## src/rtl/datapath_seq.sv

```systemverilog
// datapath_seq: multi-cycle micro-op datapath (register file, ALU, memory and I/O
// handshakes). Optional build macro DATAPATH_SEQ_R0_ZERO_EN hard-wires register 0 to zero.
module datapath_seq #(
    parameter int DATA_W = 32,
    parameter int NREG = 16,
    localparam int IDX_W = $clog2(NREG)
) (
    input  logic              clk,
    input  logic              clr,
    input  logic              uop_valid,
    output logic              uop_ready,
    input  logic [2:0]        uop_op,
    input  logic [2:0]        uop_alu,
    input  logic [IDX_W-1:0]  uop_rd,
    input  logic [IDX_W-1:0]  uop_ra,
    input  logic [IDX_W-1:0]  uop_rb,
    output logic              mem_req,
    output logic              mem_we,
    output logic [DATA_W-1:0] mem_addr,
    output logic [DATA_W-1:0] mem_wdata,
    input  logic [DATA_W-1:0] mem_rdata,
    input  logic              mem_ack,
    input  logic [DATA_W-1:0] in_port,
    output logic [DATA_W-1:0] out_port,
    input  logic [IDX_W-1:0]  dbg_sel,
    output logic [DATA_W-1:0] dbg_data,
    output logic              busy,
    output logic              illegal
);
    localparam int SH_W = $clog2(DATA_W);
    localparam logic [2:0] OP_NOP = 3'd0, OP_MOV = 3'd1, OP_ALU = 3'd2, OP_LD = 3'd3;
    localparam logic [2:0] OP_ST = 3'd4, OP_IN = 3'd5, OP_OUT = 3'd6, OP_ILL = 3'd7;
`ifdef DATAPATH_SEQ_R0_ZERO_EN
    localparam bit R0Z = 1'b1;
`else
    localparam bit R0Z = 1'b0;
`endif

    typedef enum logic [2:0] {IDLE, T1, T2, T3, MEM} state_t;

    state_t             state, state_nx;
    logic [2:0]         op, alu;
    logic [IDX_W-1:0]   rd, ra, rb;
    logic [DATA_W-1:0]  regs [NREG];
    logic [DATA_W-1:0]  y, z, mar, mdr, in_reg;
    logic [DATA_W-1:0]  a_val, b_val, wd;
    logic               accept, we;

    function automatic logic [DATA_W-1:0] alu_f(input logic [2:0] f,
                                                 input logic [DATA_W-1:0] a,
                                                 input logic [DATA_W-1:0] b);
        logic [SH_W-1:0] sh;
        sh = b[SH_W-1:0];
        case (f)
            3'd0:    return a + b;
            3'd1:    return a - b;
            3'd2:    return a & b;
            3'd3:    return a | b;
            3'd4:    return a ^ b;
            3'd5:    return a << sh;
            3'd6:    return a >> sh;
            default: return ~b;
        endcase
    endfunction

    assign uop_ready = (state == IDLE) && clr;
    assign accept    = uop_valid && uop_ready;
    assign busy      = (state != IDLE);
    assign mem_req   = (state == MEM);
    assign mem_we    = mem_req && (op == OP_ST);
    assign mem_addr  = mar;
    assign mem_wdata = mdr;
    assign a_val     = (R0Z && ra == '0) ? '0 : regs[ra];
    assign b_val     = (R0Z && rb == '0) ? '0 : regs[rb];
    assign dbg_data  = (R0Z && dbg_sel == '0) ? '0 : regs[dbg_sel];

    // state register
    always_ff @(posedge clk or negedge clr) begin
        if (!clr) state <= IDLE;
        else      state <= state_nx;
    end

    // next state and register-file write selection
    always_comb begin
        state_nx = state;
        we = 1'b0;
        wd = (state == T3) ? ((op == OP_ALU) ? z : mdr) : ((op == OP_MOV) ? a_val : in_reg);
        case (state)
            IDLE: if (accept && uop_op != OP_NOP && uop_op != OP_ILL) state_nx = T1;
            T1: begin
                state_nx = (op == OP_ALU || op == OP_ST) ? T2 : (op == OP_LD) ? MEM : IDLE;
                we = (op == OP_MOV || op == OP_IN);
            end
            T2: state_nx = (op == OP_ALU) ? T3 : MEM;
            T3: begin
                state_nx = IDLE;
                we = 1'b1;
            end
            MEM: if (mem_ack) state_nx = (op == OP_LD) ? T3 : IDLE;
            default: state_nx = IDLE;
        endcase
    end

    // register file: single write port, register 0 optionally read-only zero
    always_ff @(posedge clk or negedge clr) begin
        if (!clr) begin
            for (int i = 0; i < NREG; i++) regs[i] <= '0;
        end else if (we && !(R0Z && rd == '0)) begin
            regs[rd] <= wd;
        end
    end

    // micro-op latch, internal datapath registers and I/O
    always_ff @(posedge clk or negedge clr) begin
        if (!clr) begin
            {op, alu, rd, ra, rb} <= '0;
            {y, z, mar, mdr, in_reg, out_port} <= '0;
            illegal <= 1'b0;
        end else begin
            in_reg  <= in_port;
            illegal <= accept && (uop_op == OP_ILL);
            if (accept) {op, alu, rd, ra, rb} <= {uop_op, uop_alu, uop_rd, uop_ra, uop_rb};
            if (state == T1 && op == OP_ALU) y <= a_val;
            if (state == T1 && (op == OP_LD || op == OP_ST)) mar <= a_val;
            if (state == T1 && op == OP_OUT) out_port <= a_val;
            if (state == T2 && op == OP_ALU) z <= alu_f(alu, y, b_val);
            if (state == T2 && op == OP_ST) mdr <= b_val;
            if (state == MEM && mem_ack && op == OP_LD) mdr <= mem_rdata;
        end
    end
endmodule

```

## config.mk

```make
export PLATFORM = sky130hd
export DESIGN_NAME = datapath_seq
export DESIGN_NICKNAME = d
export VERILOG_FILES = /design/src/rtl/datapath_seq.sv
export SDC_FILE = /design/constraint.sdc
export NUM_CORES = 2
export LEC_CHECK = 0
export ABC_AREA = 1
export BUFFER_PORTS_ARGS = -buffer_cell sky130_fd_sc_hd__buf_2
export CAP_MARGIN = 20
export CORE_ASPECT_RATIO = 1.25
export CORE_MARGIN = 1
export CORE_UTILIZATION = 35
export CTS_BUF_LIST = sky130_fd_sc_hd__clkbuf_4 sky130_fd_sc_hd__clkbuf_8
export DETAILED_ROUTE_END_ITERATION = 16
export PLACE_DENSITY = 0.48
export SETUP_SLACK_MARGIN = 0.15
export SLEW_MARGIN = 20
export SYNTH_ARGS = -nofsm -noshare
export SYNTH_HDL_FRONTEND = slang
export SYNTH_SLANG_ARGS = --single-unit
```

## constraint.sdc

```tcl
create_clock -name clk -period 12.4 [get_ports clk]
set_clock_uncertainty 0.15 [all_clocks]
set_input_delay 0.62 -clock clk [delete_from_list [all_inputs] [get_ports clk]]
set_output_delay 0.62 -clock clk [all_outputs]
set_load 0.005 [all_outputs]
```

==> results.md <==
* Critical path fanouts, max at 95
* Worst relative slew slack at 0.06183
* First-pass GRT wire length at 340700 um
* Fill cells at 14980
* RSZ-0062 raised after global routing: no
* Reg-to-reg setup timing slack at 5340 ps
* Startpoint Class: flip-flop
* Die area at 0.1427 sq mm
* Commonest non-fill, non-tap cell in the layout: nand2_1
* Final slew viol count at 0
* Routability Congestion at 0.9879
* Yosys warns at 0
* DRC at 0
* Initial antenna violation count at 8
* Top cell type by total area after synthesis: dfrtp_1
* 1st-iter DRT viols at 5506
* CTS buffer count at 136
* Time the worst path needs with I/O delays and setup at 7058 ps
* R2r endpoint: z[25]$_DFFE_PN0P_
* Unique cell type count in the Yosys netlist at 53
* Top-Level Pins at 223
* Final WS setup at 5342 ps
* PortBufs at 222
* Fin crit share at 0.5692
* Final setup fails at 0
* Starting Density at 0.3540
* Leakage at 25.03 nW
* Worst R2R Start: rb[0]$_DFFE_PN0P_
* CTS Hold Bufs at 87
* Post-synthesis sequential area ratio at 0.3677
* Hold path depth at 2
* Largest net degree at the start of global routing at 246
* Hold crit path type: primary input to flip-flop
* Area of the core at 0.1396 sq mm
* Worst hold endpoint: in_reg[16]$_DFF_PN0_
* Outcome: complete, no violations
* Required @ worst endpoint at 13030 ps
* Antenna violation net count after detailed routing at 0
* Synthesized flop and latch total at 726
* Yosys top cell area share at 0.3677
* Setup bufs post-CTS at 0
* Commonest non-fill, non-tap cells in the layout: nand2_1, o21ai_0, dfrtp_1, nand3_1, a21oi_1
* Routed wire length at 235100 um
* Worst-case reg-to-reg path depth at 26
* Worst Path Arrival at 7680 ps
* Pwr per Cell Area at 331.9 mW/mm^2
* Max rail drop VDD at 0.0001851 V
* Final TNS setup at 0 ps
* Gr usage total at 0.3251
* HPWL Detailed at 148200 um
* Clk root buf: clkbuf_8
* Syn Nets at 7456
* Multi-input logic area at 0.02672 sq mm
* Worst setup EP type: flip-flop
* Number of global-route vias before repair at 49340
* Chip height at 422.1 um
* Die width at 338.0 um
* Power, Total at 18.26 mW
* CTS clk-pin slew, worst paths at 60 ps
* Max_cap viols at 0
* CTS tree: yes
* Largest cells by area after synthesis: dfrtp_1, nand2_1, o21ai_0, nand3_1, a21oi_1
* CTS Sinks at 726
* Place WS at 5545 ps
* Fraction of layout cells with a size suffix above 1 at 0.09582
* CTS max path bufs at 3
* Syn-to-layout area delta at 11.36%
* Fmax at 0.1417 GHz
* Nets at 7417
* Largest reg by FF count: regs
* Worst skew pair latency at 900 ps
* Row count at 153
* FF+latch area at 0.01819 sq mm
* Vias/cell at 5.706
* Pin slew with the least headroom to its limit at 1407 ps
* Max reg flops at 512
* WL per Instance at 25.59 um
* Pre-Repair DR Iteration Count at 8
* Total number of vias at 52427
* Critical path class: flip-flop to flip-flop
* CTS H-Tree Depth at 4
* Inst Count DP at 8863
* Synth Instances at 7267
* Syn Area/Cell at 6.798 sq um
* Post_cts resized at 0
* Post-Layout Cell Count at 9188
* GRT Residual Overflow at 0
* Final hold viol count at 0
* Mapped Area at 0.04940 sq mm
* Min-delay src: in_port[16]
[synthesized netlist by cell type (all sizes together)]
cell,number
dfrtp,726
o21bai,4
nand3b,12
nand4,23
clkbuf,389
nor2,360
a21o,5
and3,1
buf,182
nor3,28
o221ai,112
xor2,31
nand2,1891
o2111ai,6
or2,67
nor4,5
o211ai,159
a32o,1
xnor2,2
a221oi,17
o21ai,1256
inv,551
a21oi,620
ha,98
o22ai,6
a31oi,6
fa,1
and2,2
clkinv,9
o31ai,2
o21a,6
nand3,689
[where the power goes]
group | total [mW] | internal [mW] | switching [mW]
Clock | 2.57 | 1.44 | 1.13
Combinational | 11.8 | 3.21 | 8.56
Sequential | 3.91 | 3.15 | 0.760
[worst max-delay path, stage by stage (launching register included)]
cell	delay (ps)
dfrtp_4	700
buf_4	840
nand2_1	120
o211ai_1	120
nand3_1	120
nand3_2	440
nand2_4	410
inv_2	460
ha_1	280
inv_1	90
nor2_2	250
nand4_2	230
o21ai_0	270
xor2_1	180
ha_1	300
a21oi_1	280
inv_1	70
a21oi_1	230
inv_1	70
a21oi_1	310
nand3_1	250
nand2_1	120
nand2_1	80
o21ai_0	170
nand3_1	100
nand2_1	110
nand2_1	50
[per-stage QoR]
stage	area [sq um]	util	hold WS, ps
finish	55020	0.3942	215.9
global placement	51210	0.3669	311.0
floorplan	49400	-	174.4
detailed placement	51210	0.3669	315.6
global route	55010	0.3942	176.8
CTS	54990	0.3940	127.4
[worst max-delay path by stage]
stage / from / end / slack [ps] / cells after the start
after floorplan: rb[0]$_DFFE_PN0P_ / z[26]$_DFFE_PN0P_ / 8220 / 34
after global placement: rb[0]$_DFFE_PN0P_ / z[25]$_DFFE_PN0P_ / 5570 / 26
after detailed placement: rb[0]$_DFFE_PN0P_ / z[25]$_DFFE_PN0P_ / 5550 / 26
after CTS: rb[0]$_DFFE_PN0P_ / z[25]$_DFFE_PN0P_ / 5520 / 26
after global routing: rb[0]$_DFFE_PN0P_ / z[26]$_DFFE_PN0P_ / 4960 / 28
final: rb[0]$_DFFE_PN0P_ / z[25]$_DFFE_PN0P_ / 5340 / 26
[cell families (layout without fill, tap and decap cells)]
logic type      count (synthesis)  after routing  share of synthesized area
flops                         726            726                     0.3677
xor+xnor                       33             33                   0.005850
buf+inv                      1131           1190                    0.09558
fa+ha+maj                      99             99                    0.02522
compound gates               2200           2200                     0.2432
other cells                     0              2                          0
simple gates                 3078           3078                     0.2624
[layout make-up]
| type | instances | share of cell area |
|---|---|---|
| Clock buffer | 215 | 0.04912 |
| Inverter | 560 | 0.03853 |
| Clock inverter | 21 | 0.003775 |
| Multi-Input combinational cell | 5410 | 0.4858 |
| Sequential cell | 726 | 0.3306 |
| Tap cell | 1860 | 0.04230 |
| Antenna cell | 2 | 0.00009097 |
| Timing Repair Buffer | 394 | 0.04978 |
[metal layers]
layer / global-route usage / up-vias / share of wire
li1: - / 24337 / -
met3: 0.04880 / 505 / 0.063
met2: 0.5274 / 2104 / 0.47
met5: 0 / - / 0.000072
met4: 0.1759 / 2 / 0.058
met1: 0.4127 / 25479 / 0.41
No activity file was read; power rests on OpenSTA's default activity.
